--- src/rtl/muldiv_sequencer.sv ---
// Iterative MULT/MULTU/DIV/DIVU engine owning the HI/LO registers.
// One shift-add / restoring-subtract step per cycle, signs fixed up at the end.
module muldiv_sequencer #(
   parameter int unsigned WIDTH = 32
) (
   input  logic             Clk,
   input  logic             reset,
   input  logic             start,
   input  logic [1:0]       op,
   input  logic [WIDTH-1:0] a_in,
   input  logic [WIDTH-1:0] b_in,
   output logic             busy,
   output logic             done,
   output logic             div_by_zero,
   output logic [WIDTH-1:0] hi,
   output logic [WIDTH-1:0] lo
);

   localparam int unsigned      CntW    = (WIDTH > 1) ? $clog2(WIDTH) : 1;
   localparam logic [CntW-1:0]  CntLast = CntW'(WIDTH - 1);
   localparam logic [WIDTH-1:0] OneW    = WIDTH'(1);
   localparam logic [2*WIDTH-1:0] OneP  = (2*WIDTH)'(1);

   typedef enum logic [2:0] {StIdle, StSetup, StIter, StFix, StDone} state_e;

   state_e           state_q;
   logic [1:0]       op_q;
   logic [WIDTH-1:0] a_q, b_q;
   logic [WIDTH-1:0] acc_hi_q;   // product upper half / partial remainder
   logic [WIDTH-1:0] acc_lo_q;   // multiplier / quotient
   logic [WIDTH-1:0] opnd_q;     // multiplicand / divisor
   logic [CntW-1:0]  cnt_q;
   logic             neg_res_q, neg_rem_q;

   logic               is_div, is_signed;
   logic [WIDTH-1:0]   a_abs, b_abs;
   logic [WIDTH:0]     mul_sum;
   logic [WIDTH:0]     rem_shift;
   logic [WIDTH-1:0]   rem_sub;
   logic               rem_ge;
   logic [2*WIDTH-1:0] prod, prod_fix;
   logic [WIDTH-1:0]   quot_fix, rem_fix;

   always_comb begin
      is_div    = op_q[1];
      is_signed = ~op_q[0];
      a_abs     = (is_signed && a_q[WIDTH-1]) ? (~a_q + OneW) : a_q;
      b_abs     = (is_signed && b_q[WIDTH-1]) ? (~b_q + OneW) : b_q;
      mul_sum   = {1'b0, acc_hi_q} + {1'b0, (acc_lo_q[0] ? opnd_q : '0)};
      rem_shift = {acc_hi_q, acc_lo_q[WIDTH-1]};
      rem_ge    = rem_shift >= {1'b0, opnd_q};
      // Result of a successful subtract is below the divisor, so WIDTH bits suffice.
      rem_sub   = rem_shift[WIDTH-1:0] - opnd_q;
      prod      = {acc_hi_q, acc_lo_q};
      prod_fix  = neg_res_q ? (~prod + OneP) : prod;
      quot_fix  = neg_res_q ? (~acc_lo_q + OneW) : acc_lo_q;
      rem_fix   = neg_rem_q ? (~acc_hi_q + OneW) : acc_hi_q;
   end

   always_ff @(posedge Clk) begin
      if (reset) begin
         state_q     <= StIdle;
         op_q        <= '0;
         a_q         <= '0;
         b_q         <= '0;
         acc_hi_q    <= '0;
         acc_lo_q    <= '0;
         opnd_q      <= '0;
         cnt_q       <= '0;
         neg_res_q   <= 1'b0;
         neg_rem_q   <= 1'b0;
         busy        <= 1'b0;
         done        <= 1'b0;
         div_by_zero <= 1'b0;
         hi          <= '0;
         lo          <= '0;
      end else begin
         // Status outputs are registered from the state, one cycle behind it.
         busy <= (state_q == StSetup) || (state_q == StIter) || (state_q == StFix);
         done <= (state_q == StDone);
         unique case (state_q)
            StIdle: begin
               if (start) begin
                  op_q        <= op;
                  a_q         <= a_in;
                  b_q         <= b_in;
                  div_by_zero <= 1'b0;
                  state_q     <= StSetup;
               end
            end
            StSetup: begin
               neg_res_q <= is_signed & (a_q[WIDTH-1] ^ b_q[WIDTH-1]);
               neg_rem_q <= is_signed & a_q[WIDTH-1];
               cnt_q     <= CntLast;
               acc_hi_q  <= '0;
               if (is_div) begin
                  acc_lo_q <= a_abs;
                  opnd_q   <= b_abs;
                  if (b_q == '0) begin
                     div_by_zero <= 1'b1;
                     state_q     <= StFix;
                  end else begin
                     state_q <= StIter;
                  end
               end else begin
                  acc_lo_q <= b_abs;
                  opnd_q   <= a_abs;
                  state_q  <= StIter;
               end
            end
            StIter: begin
               if (is_div) begin
                  acc_hi_q <= rem_ge ? rem_sub : rem_shift[WIDTH-1:0];
                  acc_lo_q <= {acc_lo_q[WIDTH-2:0], rem_ge};
               end else begin
                  acc_hi_q <= mul_sum[WIDTH:1];
                  acc_lo_q <= {mul_sum[0], acc_lo_q[WIDTH-1:1]};
               end
               cnt_q <= cnt_q - 1'b1;
               if (cnt_q == '0) state_q <= StFix;
            end
            StFix: begin
               if (is_div && div_by_zero) begin
                  hi <= a_q;
                  lo <= '1;
               end else if (is_div) begin
                  hi <= rem_fix;
                  lo <= quot_fix;
               end else begin
                  hi <= prod_fix[2*WIDTH-1:WIDTH];
                  lo <= prod_fix[WIDTH-1:0];
               end
               state_q <= StDone;
            end
            StDone:  state_q <= StIdle;
            default: state_q <= StIdle;
         endcase
      end
   end

endmodule

--- config.mk ---
export PLATFORM = sky130hd
export DESIGN_NAME = muldiv_sequencer
export DESIGN_NICKNAME = d
export VERILOG_FILES = /design/src/rtl/muldiv_sequencer.sv
export SDC_FILE = /design/constraint.sdc
export NUM_CORES = 1
export LEC_CHECK = 0
export CAP_MARGIN = 20
export CORE_MARGIN = 2
export CORE_UTILIZATION = 30
export DETAILED_ROUTE_END_ITERATION = 10
export GPL_TIMING_DRIVEN = 0
export RECOVER_POWER = 25
export SYNTH_ARGS = -nofsm -noshare
export SYNTH_HDL_FRONTEND = slang
export SYNTH_SLANG_ARGS = --single-unit
--- constraint.sdc ---
create_clock -name Clk -period 10.2 [get_ports Clk]
set_input_delay 1.02 -clock Clk [delete_from_list [all_inputs] [get_ports Clk]]
set_output_delay 1.02 -clock Clk [all_outputs]
set_load 0.02 [all_outputs]
==> results of run 1 <==
cell type report:
class | count | share of cell area (%)
buffer | 153 | 3.14
sequential | 239 | 24.3
clock inverter | 21 | 0.979
multi-input combinational | 1765 | 55.3
timing repair buffer | 135 | 6.87
clock buffer | 30 | 3.60
inverter | 69 | 1.32
tap | 704 | 4.48
how the worst max path moves through the flow:
stage          slack [ns]  cells after the start                   endpoint
5_1_grt              5.81                     13  acc_hi_q[28]$_SDFFE_PP0P_
3_3_place_gp         6.10                     13  acc_hi_q[30]$_SDFFE_PP0P_
3_5_place_dp         6.06                     13  acc_hi_q[30]$_SDFFE_PP0P_
4_1_cts              6.04                     13  acc_hi_q[30]$_SDFFE_PP0P_
6_report             5.96                     13  acc_hi_q[28]$_SDFFE_PP0P_
2_1_floorplan        6.95                     13  acc_hi_q[30]$_SDFFE_PP0P_
where the power goes:
group          leakage [nW]  switching, mW  total, mW  internal, mW
Combinational          5.12          0.856       1.36         0.508
Sequential             1.94         0.0845       1.08         0.996
Clock                 0.431          0.463       1.02         0.558
routing by layer:
metal	global-route usage [%]	vias to the layer above	part of all wire (%)
met5	0	-	0
met4	11.5	0	5.0
met3	3.96	140	7.3
met2	40.7	679	46
met1	31.0	8351	42
li1	-	8325	-
cell usage in the layout, fill, tap and decap left out, drive strengths merged, types with 65 or more instances in the layout:
cell / instances
clkdlybuf4s50: 92
dfxtp: 239
nand2: 322
xor2: 65
nor2: 234
inv: 70
a21oi: 238
xnor2: 105
clkbuf: 161
ha: 70
o21ai: 114
sequential cells by signal (all words and copies together) (netlist names), 5 cells and up:
register,flops
hi,32
lo,32
opnd_q,32
acc_lo_q,32
cnt_q,5
a_q,32
acc_hi_q,32
b_q,32
worst reg2reg max path, delay by kind of cell, from the launching register on:
family | cells | cell delay [ns]
adders and majority gates | 1 | 0.36
AOI/OAI and AO/OA | 5 | 1.34
and+or+nand+nor | 4 | 1.13
DFF | 1 | 0.37
buffers and inverters | 2 | 0.67
xor gates and xnor gates | 1 | 0.30
stage by stage:
step / cell area, sq um / utilization [%] / power [mW]
after floorplan: 16500 / - / 2.00
after global routing: 19700 / 35.9 / 3.61
after global placement: 18800 / 34.3 / 2.43
after CTS: 19700 / 35.9 / 3.45
final: 19700 / 35.9 / 3.47
after detailed placement: 18800 / 34.3 / 2.44
cell families (layout without fill, tap and decap cells):
group | count (synthesis) | in the layout | share of synthesized area [%]
AO/OA/AOI/OAI | 663 | 663 | 25.6
flip-flops | 239 | 239 | 28.9
XOR/XNOR | 170 | 170 | 9.00
multiplexers | 67 | 67 | 4.08
adder cells (fa/ha/maj) | 72 | 72 | 5.54
AND/OR/NAND/NOR | 793 | 793 | 21.6
buffers and inverters | 222 | 408 | 5.30
==> results_dict.tcl, run 1 <==
set metrics [dict create \
    status "completed" \
    synth_common_cells "nand2_1 (322), dfxtp_1 (239), a21oi_1 (237)" \
    synthToLayoutAreaGrowth_pct 19.0 \
    cp.required_ns 10.70 \
    worst_path_max_delay_cell "or4b_2" \
    yosysTopAreaCell "dfxtp_1" \
    r2r-end "acc_hi_q[28]$_SDFFE_PP0P_" \
    first_iter_violations 1663 \
    synth_async_sr_flop_share_pct 0 \
    hold_class "flop to flop" \
    fmax_mhz 236 \
    diodes 0 \
    crit_top_cell "o21ai_0" \
    register_area_sq_mm 0.00478 \
    holdWs_ns 0.451 \
    drv_cap 0 \
    endpoint_kind "flop" \
    fp-row-count 86 \
    first_global_vias 16954 \
    insertion_delay_ns 0.59 \
    slew_headroom_pct 27.4 \
    cts_sinks 239 \
    worstMarginPinSlew_ns 1.08 \
    synth_area_leaders "dfxtp_1 (29%), nand2_1 (7.3%), a21oi_1 (7.2%)" \
    crit_arrival_ns 4.74 \
    fin_crit_ns 4.24 \
    setup_ws_ns 5.96 \
    path_buf_inv 2 \
    p_leak_nw 7.49 \
    grt_max_degree 15 \
    first_pass_iters 5 \
    numCtsBuffers 28 \
    dp_hpwl_um 57800 \
    cts_tree "built" \
    coreArea_sq_mm 0.0548 \
    path_max_fanout 10 \
    seq_area_frac_synth_pct 28.9 \
    synth-seq-cells 239 \
    regToRegStartpoint "acc_lo_q[0]$_SDFFE_PP0P_" \
    synth_ff_type "dfxtp_1" \
    die-area_sq_mm 0.0570 \
    drive_gt1_share_pct 3.65 \
    root_buffer "clkbuf_16" \
    drv_slew 0 \
    setup_viol 0 \
    ys_types 76 \
    cts_resized 0 \
    wl_per_cell_um 23.0 \
    holdPathStages 2 \
    post_cts_buffers 0 \
    min_to "opnd_q[16]$_SDFFE_PP0P_" \
    max_stage_delay_ns 0.67 \
    synthCells 2226 \
    synth-edff-count 0 \
    setup_tns_ns 0 \
    multi_input_area_sq_mm 0.0109 \
    antenna_found_initial 0 \
    cp-start-kind "flop" \
    cts.reportedPaths.clkPinSlew_ns 0.06 \
    r2r_slack_ns 5.96 \
    drt_drc_violations_left 0 \
    grt_pass1_wl_um 106000 \
    io_buffers 134 \
    dp.cells 3065 \
    postCtsHoldBufs 0 \
    syn_area_sq_mm 0.0165 \
    nNetsFinal 2532 \
    grt_usage_pct 24.5 \
    die_x_um 239 \
    worstPathCellList "inv_1 > buf_1 > nor2_1 > ha_1 > o21ai_0 > o21ai_0 > or4b_2 > nand3b_1 > a22oi_1 > a31o_2 > xnor2_1 > nand2_1 > a311oi_1" \
    dp_slack_ns 6.06 \
    rsz0062_at_grt "false" \
    synth_top_area_share_pct 28.9 \
    vias 17495 \
    synth.most_common_cell "nand2_1" \
    power.density_mw_per_mm2 176 \
    syn_nets 2367 \
    cpLargestDelayFamily "compound AO/OA/AOI/OAI gates" \
    reg2reg_depth 13 \
    instances_no_fill 3116 \
    post-route-period-util_pct 41.6 \
    peakVddDrop_uv 125 \
    ant_nets 0 \
    avgViaCountPerCell 5.61 \
    final.fill_count 5704 \
    io-pin-count 136 \
    cts_buffer_depth 3 \
    initial_utilization_pct 30.2 \
    place.gp.congestion 0.992 \
    min_from "opnd_q[16]$_SDFFE_PP0P_" \
    die_h_um 239 \
    synth.avg_cell_area_sq_um 7.43 \
    h-tree-depth 1 \
    critical_path_class "flop to flop" \
    hold_viol_final 0 \
    synth_warnings 0 \
    crit_start "acc_lo_q[0]$_SDFFE_PP0P_" \
    grt_overflow 0 \
    finClkSkew_ns 0.0238 \
    routed_wl_um 71700 \
]
(Power assumes the default switching activity.)
==> run 2: changes to the inputs <==
- clock period: 10.2 -> 3.6 ns (I/O delays scaled with it)
==> results_dict.tcl, run 2 (synthesized netlist as in run 1, its figures left out) <==
set metrics [dict create \
    cp.required_ns 4.10 \
    fin_area_sq_mm 0.0199 \
    instances_no_fill 3128 \
    endpoint_kind "flop" \
    cts_buffer_depth 3 \
    cts.reportedPaths.clkPinSlew_ns 0.07 \
    synthToLayoutAreaGrowth_pct 20.3 \
    io_buffers 134 \
    first_global_vias 17018 \
    slew_headroom_pct 37.4 \
    routed_wl_um 72000 \
    setup_ws_ns 0.113 \
    regToRegStartpoint "opnd_q[6]$_SDFFE_PP0P_" \
    gr-max-usage-layer "met2" \
    drt_drc_violations_left 0 \
    power.internal_mw 5.97 \
    place.gp.congestion 0.992 \
    switchingPower_mw 4.03 \
    dp_hpwl_um 57800 \
    drv_slew 0 \
    cp-start-kind "flop" \
    grtUsageMet3_pct 3.76 \
    avgViaCountPerCell 5.62 \
    drv_cap 0 \
    finClkSkew_ns 0.0244 \
    insertion_delay_ns 0.59 \
    fmax_mhz 287 \
    hold_viol_final 0 \
    drive_gt1_share_pct 5.45 \
    layout_common_cells "nand2_1 (322), nor2_1 (234), a21oi_1 (232), dfxtp_1 (232), clkbuf_1 (131)" \
    coreArea_sq_mm 0.0548 \
    met2_usage_pct 41.1 \
    root_buffer "clkbuf_16" \
    min_from "b_in[5]" \
    first_pass_iters 6 \
    peakVddDrop_uv 354 \
    fin_crit_ns 3.49 \
    layout_commonest_cell "nand2_1" \
    dp_slack_ns -0.538 \
    grt_use_met1_pct 31.1 \
    grt_usage_pct 24.6 \
    h-tree-depth 1 \
    holdWs_ns 0.325 \
    cts_sinks 239 \
    cts_tree "built" \
    grt_overflow 0 \
    antenna_found_initial 0 \
    dp.cells 3065 \
    numCtsBuffers 28 \
    hold_class "input pin to flop" \
    final.fill_count 5682 \
    worstMarginPinSlew_ns 0.940 \
    io-pin-count 136 \
    crit_arrival_ns 3.98 \
    detailed_place.area_sq_mm 0.0188 \
    grt_pass1_wl_um 106000 \
    fp-row-count 86 \
    crit_start "opnd_q[6]$_SDFFE_PP0P_" \
    clkPwrFrac_pct 28.9 \
    power.density_mw_per_mm2 503 \
    path_max_fanout 6 \
    die_h_um 239 \
    post-route-period-util_pct 96.9 \
    combPwrFrac_pct 40.5 \
    initial_utilization_pct 30.2 \
    status "completed" \
    wl_per_cell_um 23.0 \
    die-area_sq_mm 0.0570 \
    setup_viol 0 \
    critical_path_class "flop to flop" \
    p_sw_share_pct 40.3 \
    first_iter_violations 1753 \
    p_leak_nw 7.67 \
    grt_max_degree 15 \
    ant_nets 0 \
    vias 17592 \
    die_x_um 239 \
    nNetsFinal 2543 \
    power_frac_seq_pct 30.6 \
]
run 2: per-stage QoR:
stage / utilization [%] / TNS, ns / power [mW]
2_1_floorplan: - / 0 / 5.67
6_report: 36.3 / 0 / 10.0
4_1_cts: 36.0 / 0 / 9.85
3_5_place_dp: 34.3 / -4.69 / 6.92
3_3_place_gp: 34.3 / -4.93 / 6.89
5_1_grt: 36.3 / -0.0471 / 10.4
run 2: metal layers:
metal	up-vias	share of wire, %
met5	-	0
met4	0	4.9
met3	140	7.1
met2	698	46
met1	8396	42
li1	8358	-
run 2: worst paths after layout:
path	end	slack, ns	cells after the start
worst max-delay path	acc_hi_q[28]$_SDFFE_PP0P_	0.11	12
worst min-delay path	b_q[5]$_SDFFE_PP0P_	0.32	3
worst max register to register	acc_hi_q[28]$_SDFFE_PP0P_	0.11	12
worst min register to register	opnd_q[16]$_SDFFE_PP0P_	0.45	2
run 2: repair_timing:
action                     4_1_cts  5_1_grt
hold buffers                     0        0
hold endpoints to repair         0        0
cloned                           1        0
setup endpoints to repair       37       45
gates resized for setup         17       29
pin swaps                        1        5
setup buffers                    3        7
run 2: final cells by class:
type                            instances  area (sq um)  area share, %
Antenna cell                            1          2.50         0.0126
Buffer                                153           626           3.14
Clock buffer                           30           708           3.56
Clock inverter                         21           193          0.968
Inverter                               69           259           1.30
Multi-Input combinational cell       1765         11000           55.3
Sequential cell                       239          4790           24.1
Tap cell                              704           881           4.43
Timing Repair Buffer                  146          1430           7.20
run 2: power groups by stage:
stage          Clock, mW  Sequential, mW  Combinational [mW]
2_1_floorplan          0            3.05                2.62
3_3_place_gp           0            3.11                3.78
3_5_place_dp           0            3.11                3.80
4_1_cts             2.91            3.06                3.88
5_1_grt             3.00            3.08                4.34
6_report            2.89            3.06                4.05
run 2: critical path: stages (launching register included):
cell	delay (ns)
dfxtp_2	0.35
inv_1	0.10
ha_2	0.32
a211o_1	0.29
a21oi_2	0.18
or4b_4	0.51
a21oi_4	0.18
o31ai_2	0.12
a21o_1	0.24
o32ai_4	0.33
buf_6	0.20
mux2_2	0.35
a311oi_1	0.25
